File: src/rtl/mult_pkg.sv
// -----------------------------------------------------------------------------
// mult_pkg
// Shared definitions for the multi-cycle arithmetic blocks (square root,
// sequential multipliers and friends) that use the same
// accept / iterate / present handshake.
//
// Contents:
//    mc_state_e      - three-phase controller state (IDLE, CALC, DONE)
//    counterWidth()  - width needed for an iteration counter covering
//                      0 .. steps-1 (never narrower than one bit)
// -----------------------------------------------------------------------------
package mult_pkg;

   // Controller phases shared by every multi-cycle arithmetic block:
   // IDLE waits for an operand, CALC iterates, and DONE holds the result
   // until the consumer takes it.
   typedef enum logic [1:0] {
      IDLE = 2'd0,
      CALC = 2'd1,
      DONE = 2'd2
   } mc_state_e;

   // Returns the width needed for a down-counter that starts at steps-1.
   // A single-step block still gets a one-bit counter so that the
   // declarations stay legal.
   function automatic int counterWidth(input int steps);
      int width;
      width = 1;
      while ((1 << width) < steps) begin
         width++;
      end
      return width;
   endfunction

endpackage

File: src/rtl/sqrt_step.sv
// -----------------------------------------------------------------------------
// sqrt_step
// One restoring digit step of the bit-serial integer square root. It is purely
// combinational. The caller supplies the running remainder, the partial root
// and the next two radicand bits, MSB pair first. It gets back the updated
// remainder and the partial root extended by one bit.
//
// Ports:
//    remIn    [count_width+1:0]  running remainder before this step
//    rootIn   [count_width-1:0]  partial root before this step
//    pairIn   [1:0]              next two radicand bits
//    remOut   [count_width+1:0]  running remainder after this step
//    rootOut  [count_width-1:0]  partial root after this step
// -----------------------------------------------------------------------------
module sqrt_step #(
   parameter int count_width = 4
) (
   input  logic [count_width+1:0] remIn,
   input  logic [count_width-1:0] rootIn,
   input  logic [1:0]             pairIn,
   output logic [count_width+1:0] remOut,
   output logic [count_width-1:0] rootOut
);

   logic [count_width+1:0] remShift;
   logic [count_width+1:0] trial;
   logic                   takeBit;

   // Before step k, where k is the number of root bits already produced, the
   // remainder is at most 2*(2^k - 1). At most count_width-1 bits have been
   // produced, so the shifted remainder and the trial value (root<<2)|1 are
   // both below 2^(count_width+2). Shifting within count_width+2 bits
   // therefore never drops a set bit.
   always_comb begin
      remShift = (remIn << 2) | {{count_width{1'b0}}, pairIn};
      trial    = {rootIn, 2'b01};
      takeBit  = (remShift >= trial);
   end

   // Restoring decision: subtract the trial value and append a 1 when the
   // trial fits. Otherwise keep the shifted remainder and append a 0.
   always_comb begin
      remOut  = remShift;
      rootOut = (rootIn << 1) | {{(count_width-1){1'b0}}, takeBit};
      if (takeBit) begin
         remOut = remShift - trial;
      end
   end

endmodule

File: src/rtl/int_sqrt_seq.sv
// -----------------------------------------------------------------------------
// int_sqrt_seq
// Sequential integer square root. It accepts an unsigned radicand of width
// 2*count_width and produces root = floor(sqrt(radicand)) and
// remainder = radicand - root*root. The block runs one restoring step per
// clock, so the result appears exactly count_width cycles after the accept.
// The result is held until the consumer takes it.
//
// Ports:
//    clk        in   single clock, all state updates on the rising edge
//    reset      in   synchronous active-high reset; overrides everything
//    in_valid   in   a radicand is present
//    in_ready   out  block is idle and will accept a radicand
//    radicand   in   [2*count_width-1:0] unsigned value to root
//    out_valid  out  root/remainder are valid
//    out_ready  in   consumer takes the result
//    root       out  [count_width-1:0] floor(sqrt(radicand))
//    remainder  out  [count_width:0]   radicand - root*root
// -----------------------------------------------------------------------------
module int_sqrt_seq #(
   parameter int count_width = 4
) (
   input  logic                     clk,
   input  logic                     reset,
   input  logic                     in_valid,
   output logic                     in_ready,
   input  logic [2*count_width-1:0] radicand,
   output logic                     out_valid,
   input  logic                     out_ready,
   output logic [count_width-1:0]   root,
   output logic [count_width:0]     remainder
);

   import mult_pkg::*;

   localparam int CntW = counterWidth(count_width);

   mc_state_e state_q, state_d;

   logic [2*count_width-1:0] radShift_q, radShift_d;
   logic [count_width-1:0]   rootAcc_q,  rootAcc_d;
   logic [count_width+1:0]   remAcc_q,   remAcc_d;
   logic [CntW-1:0]          iterCount_q, iterCount_d;
   logic [count_width-1:0]   rootOut_q,  rootOut_d;
   logic [count_width:0]     remOut_q,   remOut_d;

   logic [count_width+1:0]   stepRem;
   logic [count_width-1:0]   stepRoot;

   // The arithmetic for a single digit lives in its own block. The top level
   // only feeds it the top pair of the shifting radicand each cycle.
   sqrt_step #(
      .count_width (count_width)
   ) uStep (
      .remIn   (remAcc_q),
      .rootIn  (rootAcc_q),
      .pairIn  (radShift_q[2*count_width-1 -: 2]),
      .remOut  (stepRem),
      .rootOut (stepRoot)
   );

   // Next-state and handshake logic. Every register holds by default, and
   // the handshake outputs depend only on the current state. During CALC the
   // radicand is consumed two bits at a time from the top. The visible
   // result registers load only on the final step. As a result root and
   // remainder stay stable through DONE and IDLE until the next finished
   // computation or a reset.
   always_comb begin
      state_d     = state_q;
      radShift_d  = radShift_q;
      rootAcc_d   = rootAcc_q;
      remAcc_d    = remAcc_q;
      iterCount_d = iterCount_q;
      rootOut_d   = rootOut_q;
      remOut_d    = remOut_q;
      in_ready    = 1'b0;
      out_valid   = 1'b0;

      case (state_q)
         IDLE: begin
            in_ready = 1'b1;
            if (in_valid) begin
               radShift_d  = radicand;
               rootAcc_d   = '0;
               remAcc_d    = '0;
               iterCount_d = CntW'(count_width - 1);
               state_d     = CALC;
            end
         end
         CALC: begin
            radShift_d = radShift_q << 2;
            rootAcc_d  = stepRoot;
            remAcc_d   = stepRem;
            if (iterCount_q == '0) begin
               rootOut_d = stepRoot;
               remOut_d  = stepRem[count_width:0];
               state_d   = DONE;
            end else begin
               iterCount_d = iterCount_q - CntW'(1);
            end
         end
         DONE: begin
            out_valid = 1'b1;
            if (out_ready) begin
               state_d = IDLE;
            end
         end
         default: begin
            state_d = IDLE;
         end
      endcase
   end

   // State and datapath registers. Reset wins over everything else and
   // discards any operation in flight, including the held result.
   always_ff @(posedge clk) begin
      if (reset) begin
         state_q     <= IDLE;
         radShift_q  <= '0;
         rootAcc_q   <= '0;
         remAcc_q    <= '0;
         iterCount_q <= '0;
         rootOut_q   <= '0;
         remOut_q    <= '0;
      end else begin
         state_q     <= state_d;
         radShift_q  <= radShift_d;
         rootAcc_q   <= rootAcc_d;
         remAcc_q    <= remAcc_d;
         iterCount_q <= iterCount_d;
         rootOut_q   <= rootOut_d;
         remOut_q    <= remOut_d;
      end
   end

   assign root      = rootOut_q;
   assign remainder = remOut_q;

endmodule

File: config.mk
export PLATFORM = sky130hd
export DESIGN_NAME = int_sqrt_seq
export DESIGN_NICKNAME = d
export VERILOG_FILES = /design/src/rtl/mult_pkg.sv /design/src/rtl/sqrt_step.sv /design/src/rtl/int_sqrt_seq.sv
export SDC_FILE = /design/constraint.sdc
export NUM_CORES = 1
export LEC_CHECK = 0
export ABC_AREA = 1
export CORE_ASPECT_RATIO = 0.6
export CORE_MARGIN = 2
export CORE_UTILIZATION = 45
export CTS_CLUSTER_DIAMETER = 200
export DETAILED_ROUTE_END_ITERATION = 10
export GPL_ROUTABILITY_DRIVEN = 0
export PLACE_DENSITY = 0.69
export SYNTH_ARGS = -nofsm -noshare
export SYNTH_HDL_FRONTEND = slang
export SYNTH_SLANG_ARGS = --single-unit
File: constraint.sdc
create_clock -name clk -period 1.8 [get_ports clk]
set_clock_uncertainty 0.15 [all_clocks]
set_input_delay 0.18 -clock clk [delete_from_list [all_inputs] [get_ports clk]]
set_output_delay 0.18 -clock clk [all_outputs]
set_load 0.02 [all_outputs]
==> metrics.md <==
| Metric | Value |
|---|---|
| #FFs+latches synth | `29` |
| Fmax achieved | `~590 MHz` |
| R2r setup slk | `~0.12 ns` |
| Longest Clk Path Bufs | `2` |
| Fin crit share | `a little over nine tenths` |
| Yosys warning total | `0` |
| Boundary Pins | `23` |
| Layout Nets | `~260` |
| Clock tree root buffer cell | `clkbuf_8` |
| ANT cells | `0` |
| Drt total wl | `3300 um` |
| PwrDens | `~1000 nW/um^2` |
| Mapped Nets | `between 200 and 250` |
| Initial Util | `46.6%` |
| Core area | `3200 um^2` |
| Arr. time, crit path | `1.37 ns` |
| Layout cells sized above 1 | `between 10% and 20%` |
| Clock power frac | `between 20 and 30%` |
| Hold Fails Final Rpt | `0` |
| IO Port Bufs | `22` |
| HP Class | `in2reg` |
| Crit Path Category | `reg2out` |
| DIE AREA | `approximately 3800 um^2` |
| Final Instance Area | `about 1900 um^2` |
| Hold_ws | `between 0.3 and 0.4 ns` |
| Overall routing resource usage | `between 15 and 20%` |
| Initial DRC Count | `70` |
| Unique masters post-synth | `28` |
| Post-synth top area share | `38.9%` |
| Tmin final | `1.70 ns` |
| Ranking of synthesized cells by area | `dfxtp_1 (39%), nand2_1 (15%), a21oi_1 (9.1%)` |
| CTS Hold Bufs | `0` |
| Dpl cell area | `approximately 1800 um^2` |
| Sequential share of power | `37.8%` |
| Final HPWL DP | `approximately 2200 um` |
| Gate power share | `between 30 and 40%` |
| Static leakage | `around 0.84 nW` |
| Vias post-DR | `around 1.4k` |
| Die width | `78.3 um` |
| Vias per Instance | `approximately 5.0` |
| Final worst slack | `approximately 0.10 ns` |
| Multi-input gate area | `about 820 um^2` |
| Actual slew at the worst max-slew pin | `roughly 0.36 ns` |
| Dpl cells | `roughly 270` |
| Post-Syn Instances | `207` |
| Synthesized area per cell | `7.20 um^2` |
| Clock Sinks | `29` |
| Post-route ant nets | `0` |
| Synth area leader | `dfxtp_1` |
| WL per Instance | `11.7 um` |
| Die Y | `48.6 um` |
| Largest net degree at the start of global routing | `23` |
| Synth Cell Area | `between 1000 and 1500 um^2` |
| Initial DRT Pass Iterations | `4` |
| CTS buffer count | `5` |
| Place WS | `0.0296 ns` |
| Internal power contribution | `~1.3 mW` |
| Gr ovfl total | `0` |
| Max_cap viols | `0` |
| Post-Layout Cell Count | `between 200 and 300` |
| Clk_lat worst skew | `~0.28 ns` |
| Fill cells | `about 320` |
| Worst IR drop on VDD | `0.613 mV` |
| Sw Share | `34.3%` |
| # H-tree levels | `2` |
| Area grow syn2layout | `30.0%` |
| Register area share after synthesis | `between 30% and 40%` |
| Switching Power | `0.669 mW` |
| Max-slew violations | `0` |
| Vias in the first global route | `between 1k and 1.5k` |
| Relative slew slack | `~76%` |
| RSZ-0062 raised after global routing | `no` |
| DR DRC count | `0` |
| CTS tree | `done` |
| First-pass GRT wire length | `5530 um` |
| Register area | `just under 600 um^2` |
| Row cnt | `16` |
| Endpoints failing setup | `0` |
| CP required | `approximately 1.5 ns` |
| Setup total negative slack | `0 ns` |
| Startpoint types | `flop` |
| Worst-path clk slew | `about 0.06 ns` |
| Critical Path End Type | `primary output` |
| Outcome | `finished clean` |
| Initial antenna violation count | `0` |
| Crit-path max FO | `3` |
kinds of logic (layout without fill, tap and decap cells):
group | Yosys count | after routing | synth area share, %
flops | 29 | 29 | 38.9
compound gates | 41 | 41 | 14.8
xor+xnor | 1 | 1 | 0.587
buf+inv | 36 | 66 | 11.7
fa+ha+maj | 7 | 7 | 5.87
simple gates | 93 | 93 | 28.2
worst max-delay path, stage by stage (launching register included):
cell and delay, ns:
dfxtp_1 0.35, nor2_2 0.12, clkdlybuf4s50_1 0.62
path summary, 6_finish.rpt:
path                                    start       endpoint  cells after the start
worst max register to register  radShift_q[7]   remainder[4]                      9
worst max-delay path               state_q[0]       in_ready                      2
worst min register to register  radShift_q[0]  radShift_q[0]                      2
worst min-delay path              radicand[1]  radShift_q[1]                      3
stage by stage:
step,power [mW],utilization (%)
4_1_cts,1.89,58.0
2_1_floorplan,1.18,-
5_1_grt,2.07,60.5
3_3_place_gp,1.33,55.1
3_5_place_dp,1.32,55.1
6_report,1.95,60.5
cell usage after synthesis, drive strengths merged:
cell    number
a21o         3
inv         29
dfxtp       29
nand2       62
nand3        8
xnor2        1
clkbuf       2
a21oi       28
a31oi        1
ha           7
buf          4
nand4        4
clkinv       1
nor2        17
or2          2
o21bai       1
o21ai        8
power by group through the flow:
stage / clock network [mW] / registers (mW) / logic [mW]
after global placement: 0 / 0.745 / 0.583
after global routing: 0.579 / 0.744 / 0.748
after CTS: 0.550 / 0.732 / 0.606
after floorplan: 0 / 0.757 / 0.422
after detailed placement: 0 / 0.745 / 0.578
final: 0.539 / 0.737 / 0.675
registers in the layout, summed over array words and instances (netlist names):
| name | cells |
|---|---|
| radShift_q | 8 |
| remainder | 5 |
| remAcc_q | 4 |
| rootAcc_q | 4 |
| root | 4 |
| iterCount_q | 2 |
| state_q | 2 |
repair_timing:
| action | 4_1_cts | 5_1_grt |
|---|---|---|
| endpoints found under the hold margin | 0 | 0 |
| setup endpoints to repair | 3 | 11 |
| buffers inserted | 1 | 0 |
| pin swaps | 1 | 2 |
| gates resized for setup | 2 | 13 |
cell usage in the layout (no fill, tap or decap), drive strengths merged, types with 2 or more instances in the layout:
cell type	instances
dfxtp	29
nand2	62
buf	7
clkdlybuf4s50	21
a21oi	28
or2	2
o21ai	8
ha	7
a21o	3
nand4	4
nor2	17
inv	29
clkbuf	7
nand3	8
final cells by class:
cell class / count / share of cell area [%]
Multi-Input combinational cell: 142 / 42.2
Sequential cell: 29 / 30.0
Timing Repair Buffer: 29 / 14.0
Inverter: 30 / 6.45
Clock buffer: 7 / 4.45
Tap cell: 45 / 2.90
layer usage:
layer / GRT usage [%] / up-vias / part of all wire, %
li1: - / 719 / -
met2: 24.1 / 41 / 38
met4: 6.14 / 0 / 1.8
met3: 5.78 / 8 / 7.7
met1: 28.4 / 632 / 52
met5: 0 / - / 0
Note: power is estimated with default switching activity, not from simulation.
